`src/rtl/matrix_scheduler_pkg.sv`:
```
// matrix_scheduler_pkg: shared slice macros, pointer width and drop counter width for the scheduler.
`define MS_ROW(v, i, n) v[(i)*(n) +: (n)]
`define MS_WORD(v, i, o) v[(i)*(o) +: (o)]
package matrix_scheduler_pkg;
  localparam int M_DEF = 8;
  localparam int N_DEF = 8;
  localparam int O_DEF = 8;
  localparam int PTR_W = $clog2(M_DEF);
  localparam int DROP_W = 16;
endpackage

```
`src/rtl/matrix_scheduler_if.sv`:
```
// matrix_scheduler_if: RX/TX FIFO side signals of the scheduler; drop_cnt exists only with MATRIX_SCHED_DROP_EN.
interface matrix_scheduler_if #(parameter int m = 8, parameter int n = 8, parameter int o = 8);
  import matrix_scheduler_pkg::*;
  logic [m*o-1:0] rx;
  logic [m-1:0] rx_rdy, rx_pop;
  logic [m*n-1:0] lut;
  logic [n-1:0] tx_full, tx_afull, tx_cke;
  logic [o-1:0] tx;
  logic [$clog2(m)-1:0] grant;
`ifdef MATRIX_SCHED_DROP_EN
  logic [DROP_W-1:0] drop_cnt;
  modport master(input rx, rx_rdy, lut, tx_full, tx_afull, output rx_pop, tx, tx_cke, grant, drop_cnt);
  modport slave(output rx, rx_rdy, lut, tx_full, tx_afull, input rx_pop, tx, tx_cke, grant, drop_cnt);
`else
  modport master(input rx, rx_rdy, lut, tx_full, tx_afull, output rx_pop, tx, tx_cke, grant);
  modport slave(output rx, rx_rdy, lut, tx_full, tx_afull, input rx_pop, tx, tx_cke, grant);
`endif
endinterface

```
`src/rtl/matrix_scheduler_rr_pick.sv`:
```
// matrix_scheduler_rr_pick: round-robin pick of the first set request at or after ptr (doubled-vector encoder).
module matrix_scheduler_rr_pick #(
  parameter int m = 8,
  localparam int pw = $clog2(m)
) (
  input  logic [m-1:0]  req,
  input  logic [pw-1:0] ptr,
  output logic [pw-1:0] idx,
  output logic          found
);
  logic [m-1:0] rot;
  logic [pw:0] sum;
  always_comb begin
    rot = m'({req, req} >> ptr);
    sum = '0;
    for (int k = m - 1; k >= 0; k--)
      if (rot[k]) sum = {1'b0, ptr} + (pw+1)'(k);
    idx = sum >= (pw+1)'(m) ? pw'(sum - (pw+1)'(m)) : sum[pw-1:0];
    found = |req;
  end
endmodule

```
`src/rtl/matrix_scheduler.sv`:
```
// matrix_scheduler: work-conserving round-robin RX->TX FIFO scheduler with LUT broadcast.
// MATRIX_SCHED_DROP_EN: serve blocked inputs anyway, writing only writable destinations and counting drops.
module matrix_scheduler import matrix_scheduler_pkg::*; #(
  parameter int m = 8,
  parameter int n = 8,
  parameter int o = 8
) (
  input logic clk,
  input logic rst_n,
  matrix_scheduler_if.master bus
);
  localparam int pw = $clog2(m);
`ifdef MATRIX_SCHED_DROP_EN
  localparam bit drop = 1'b1;
`else
  localparam bit drop = 1'b0;
`endif
  logic [n-1:0] wr, row_w;
  logic [m-1:0] req;
  logic [pw-1:0] ptr, w;
  logic found;
  // a write issued this cycle into an almost-full FIFO is not yet visible in tx_full
  always_comb begin
    wr = ~bus.tx_full & ~(bus.tx_afull & bus.tx_cke);
    req = '0;
    for (int i = 0; i < m; i++)
      req[i] = bus.rx_rdy[i] & ~bus.rx_pop[i] & (drop | ~|(`MS_ROW(bus.lut, i, n) & ~wr));
    row_w = `MS_ROW(bus.lut, w, n);
  end
  matrix_scheduler_rr_pick #(.m(m)) u_pick (.req(req), .ptr(ptr), .idx(w), .found(found));
  always_ff @(posedge clk or negedge rst_n)
    if (!rst_n) begin
      bus.rx_pop <= '0;
      bus.tx_cke <= '0;
      bus.tx <= '0;
      bus.grant <= '0;
      ptr <= '0;
    end else begin
      bus.rx_pop <= found ? m'(1) << w : '0;
      bus.tx_cke <= found ? row_w & wr : '0;
      if (found) begin
        bus.tx <= `MS_WORD(bus.rx, w, o);
        bus.grant <= w;
        ptr <= w == pw'(m - 1) ? '0 : w + 1'b1;
      end
    end
`ifdef MATRIX_SCHED_DROP_EN
  always_ff @(posedge clk or negedge rst_n)
    if (!rst_n) bus.drop_cnt <= '0;
    else if (found && |(row_w & ~wr) && ~&bus.drop_cnt) bus.drop_cnt <= bus.drop_cnt + 1'b1;
`endif
endmodule
```
`src/flat_wrapper.sv`:
```
// flat-port wrapper written by rule: the top's interface ports become plain ports
module matrix_scheduler_flat import matrix_scheduler_pkg::*;
#(
  parameter int m = 8,
  parameter int n = 8,
  parameter int o = 8
)
  (clk, rst_n, bus_rx, bus_rx_rdy, bus_lut, bus_tx_full, bus_tx_afull, bus_rx_pop, bus_tx, bus_tx_cke, bus_grant);
  matrix_scheduler_if #(.m(m), .n(n), .o(o)) bus_i ();
  input logic clk;
  input logic rst_n;
  input wire logic [$bits(bus_i.rx)-1:0] bus_rx;
  input wire logic [$bits(bus_i.rx_rdy)-1:0] bus_rx_rdy;
  input wire logic [$bits(bus_i.lut)-1:0] bus_lut;
  input wire logic [$bits(bus_i.tx_full)-1:0] bus_tx_full;
  input wire logic [$bits(bus_i.tx_afull)-1:0] bus_tx_afull;
  output wire logic [$bits(bus_i.rx_pop)-1:0] bus_rx_pop;
  output wire logic [$bits(bus_i.tx)-1:0] bus_tx;
  output wire logic [$bits(bus_i.tx_cke)-1:0] bus_tx_cke;
  output wire logic [$bits(bus_i.grant)-1:0] bus_grant;
  assign bus_i.rx = bus_rx;
  assign bus_i.rx_rdy = bus_rx_rdy;
  assign bus_i.lut = bus_lut;
  assign bus_i.tx_full = bus_tx_full;
  assign bus_i.tx_afull = bus_tx_afull;
  assign bus_rx_pop = bus_i.rx_pop;
  assign bus_tx = bus_i.tx;
  assign bus_tx_cke = bus_i.tx_cke;
  assign bus_grant = bus_i.grant;
  matrix_scheduler #(.m(m), .n(n), .o(o)) u_core (.clk(clk), .rst_n(rst_n), .bus(bus_i));
endmodule
```
`config.mk`:
```
export PLATFORM = sky130hd
export DESIGN_NAME = matrix_scheduler_flat
export DESIGN_NICKNAME = d
export VERILOG_FILES = /design/src/rtl/matrix_scheduler_pkg.sv /design/src/rtl/matrix_scheduler_if.sv /design/src/rtl/matrix_scheduler_rr_pick.sv /design/src/rtl/matrix_scheduler.sv /design/src/flat_wrapper.sv
export SDC_FILE = /design/constraint.sdc
export NUM_CORES = 1
export LEC_CHECK = 0
export CAP_MARGIN = 20
export CORE_UTILIZATION = 38
export CTS_CLUSTER_SIZE = 30
export DETAILED_ROUTE_END_ITERATION = 6
export PLACE_DENSITY = 0.82
export SETUP_SLACK_MARGIN = 0.2
export SLEW_MARGIN = 20
export SYNTH_ARGS = -nofsm -noshare
export SYNTH_HDL_FRONTEND = slang
export SYNTH_SLANG_ARGS = --single-unit
```
`constraint.sdc`:
```
create_clock -name clk -period 3.3 [get_ports clk]
set_input_delay 0.66 -clock clk [delete_from_list [all_inputs] [get_ports clk]]
set_output_delay 0.66 -clock clk [all_outputs]
set_load 0.02 [all_outputs]
```
==> impl_results.md <==
- Status: complete, but fails checks
- Failing checks: negative setup slack
- H-tree Lvls: 2
- Area share of the largest cell type after synthesis: a little under 20%
- Largest net degree at the start of global routing: 31
- DRT antenna net count: 0
- First-pass GRT wire length: 29.6 mm
- Hold/Removal Path Class: register to register
- TNS Setup: -22.65 ns
- Number of global-route vias before repair: 5521
- Top-count cell post-synth: mux2i_1
- Number of synthesized flops with an enable pin: 0
- P&R area growth vs syn: 100%
- # setup viols final: 30
- Synth cell types: 64
- CP Capture Type: register
- Ordered list of cells on the worst path: clkdlybuf4s50_1, a222oi_1, nand2_1, o32ai_4, nand3_2, a2111oi_4, o22ai_2, a211o_4, buf_8, buf_6, and2_1, a211oi_1, a2111o_1, a21oi_2
- CTS Buf Count: 5
- Synth top cells by count: mux2i_1 (52), dfrtp_1 (30), nand2_1 (28), a21oi_1 (25), and2_1 (20)
- Async S/R FF share, synth: 100%
- # IOs: between 150 and 200
- Syn_nets: ~600
- Die Wd: just over 100 µm
- RSZ-0062 raised after global routing: true
- Root buf cell: clkbuf_8
- Synth Warn #: 0
- Synthesized flop and latch total: 30
- DRC: 0
- Yosys top cell by area: dfrtp_1
- Mapped Avg Cell Area: 8.78 µm²
- Buffer and inverter count on the worst path: 3
- Die area: 10600 µm²
- GP Congestion: 0.920
- WP data required: 3.48 ns
- Final HPWL from detailed placement: 13.5 mm
- Hold WS: 0.509 ns
- Via count: around 5600
- DR iter-0 viols: 654
- Final #Nets: 916
- Pre-Repair DR Iteration Count: 6
- Mapped Cells: 440
- Count of final max-slew check failures: 0
- Met1 usage: a little over two fifths
- Crit Path Max Fanout: 6
- Worst Skew: 0.00923 ns
- Clock slew at reported path FFs: approximately 0.070 ns
- Sequential share of the synthesized area: 19.4%
- PD cells: 841 nW/µm²
- Avg WL per Cell: 24.5 µm
- CP max stage cell: a222oi_1
- Met2 Track Usage GR: 63.4%
- Fillers: between 600 and 700
- Initial Utilization: 39.4%
- Leak: 3.57 nW
- Ranking of synthesized cells by area: dfrtp_1 (19%), mux2i_1 (13%), mux2_2 (4.7%), a22oi_1 (3.5%), a21oi_1 (3.2%)
- Core ar.: a little under 10000 µm²
- Peak Freq: 0.232 GHz
- Synthesized area: just under 4000 µm²
- I/O Buffers: 180
- DR vias/cell: 6.31
- CP Launch Type: input port
- CTS sink cnt: 30
- Slew headroom: 59.7%
- # rows: 36
- Detailed Route WL: 21.8 mm
- Peak VDD IR: approximately 0.00064 V
- Critical path class: input port to register
- Layout cells sized above 1: between 30% and 40%
- Post-route minimum period: 4.30 ns
- Flop-to-flop setup slack: -0.88 ns
- Crit path max-delay family: compound AO/OA/AOI/OAI gates
- Final Hold Violating Endpoints: 0
- CTS Buffer Depth: 2
- Arrival time at the worst endpoint: 4.48 ns
- Met3 usage in global routing: about 8.4%
- Die height: about 100 µm
- Total grt overflow: 0
- Gr usage total: roughly 37%
- MaxCap Viol Count: 0
- Initial antenna violation count: 4
- Setup ws final: -1.00 ns
- Slew @ Worst Pin: 0.589 ns
- CP peak stage delay: 0.63 ns
- Final Cycle Share: 130%
- Post-synth top flop: dfrtp_1
- Clk_lat worst skew: 0.30 ns
- CTS tree: yes
- Most Crowded Layer GR: met2
[stage by stage]
| step | setup slack (ns) | total power [W] | area [µm²] | utilization [%] | cells |
|---|---|---|---|---|---|
| after floorplan | -0.466 | 0.00312 | 3970 | - | 440 |
| after global placement | -1.26 | 0.00440 | 6500 | 66.2 | 814 |
| after detailed placement | -1.35 | 0.00449 | 6500 | 66.2 | 814 |
| after CTS | -0.656 | 0.00590 | 7470 | 76.1 | 878 |
| after global routing | -0.968 | 0.00677 | 7740 | 78.8 | 892 |
| final | -1.00 | 0.00651 | 7740 | 78.8 | 892 |
[layer usage]
| layer | share of wire [%] | vias up |
|---|---|---|
| li1 | - | 2345 |
| met1 | 36 | 2662 |
| met2 | 45 | 474 |
| met3 | 11 | 151 |
| met4 | 7.9 | 0 |
| met5 | 0 | - |
[flip-flops by register name, summed over array words and instances (netlist names)]
signal             count
u_core.ptr             3
u_core.bus.grant       3
u_core.bus.tx          8
u_core.bus.rx_pop      8
u_core.bus.tx_cke      8
[repair_timing]
| action | in CTS | in global routing |
|---|---|---|
| setup endpoints to repair | 30 | 30 |
| setup buffers | 52 | 10 |
| pin swaps | 48 | 31 |
| resized for setup | 204 | 51 |
| gates cloned | 4 | 0 |
| hold buffers | 0 | 0 |
[cell families (layout without fill, tap and decap cells)]
family / count (synthesis) / count (layout) / share of synthesized area, %
AND/OR/NAND/NOR: 115 / 115 / 16.7
multiplexers: 73 / 73 / 20.8
AO/OA/AOI/OAI: 156 / 156 / 31.7
other: 0 / 4 / 0
buffers and inverters: 58 / 373 / 8.84
adder cells (fa/ha/maj): 8 / 8 / 2.59
flip-flops: 30 / 30 / 19.4
[final cells by class]
type	instances	area [µm²]	area share (%)
clock inverters	2	12.5	0.162
repair buffers	347	3360	43.4
clock buffers	6	82.6	1.07
diodes	4	10.0	0.129
multi-input cells	352	3270	42.2
inverters	18	92.6	1.20
well taps	133	166	2.15
flip-flops and latches	30	751	9.70
[layout by cell type, fill, tap and decap left out, types with 6 or more instances in the layout]
cell and instances:
a2111o_1 8, a211oi_1 11, a21o_1 7, a21o_4 6, a21oi_1 12, a21oi_2 12
a222oi_1 8, a22oi_1 12, a22oi_2 6, and2_1 15, buf_12 14, buf_2 10
buf_4 113, buf_6 33, clkbuf_8 6, clkdlybuf4s50_1 119, dfrtp_1 30, dlygate4sd2_1 45
inv_1 14, mux2_2 11, mux2_4 6, mux2i_1 47, nand2_1 25, nand2b_1 9
nand3b_1 8, nor2_1 10, o211ai_1 11, o21ai_1 7
[path summary, 6_finish.rpt]
check / cells past startpoint / to / startpoint
min reg2reg: 2 / u_core.bus.grant[2]$_DFFE_PN0P_ / u_core.bus.grant[2]$_DFFE_PN0P_
max reg2reg: 18 / u_core.bus.tx_cke[5]$_DFF_PN0_ / u_core.bus.tx_cke[4]$_DFF_PN0_
min in group asynchronous: 2 / u_core.bus.tx[0]$_DFFE_PN0P_ / rst_n
min: 2 / u_core.bus.grant[2]$_DFFE_PN0P_ / u_core.bus.grant[2]$_DFFE_PN0P_
max in group asynchronous: 2 / u_core.bus.tx_cke[6]$_DFF_PN0_ / rst_n
max: 14 / u_core.bus.tx_cke[5]$_DFF_PN0_ / bus_lut[18]
[power by group]
| part | switching, W | internal (W) | total [W] |
|---|---|---|---|
| Sequential | 0.0000862 | 0.000506 | 0.000592 |
| Clock | 0.000165 | 0.000168 | 0.000333 |
| Combinational | 0.00271 | 0.00287 | 0.00558 |
[worst min-delay path, cell delays in order (launching register included)]
cell,delay [ns]
dfrtp_1,0.36
nand2_1,0.07
nand2_2,0.06
Power figures use the tool's default switching activity.
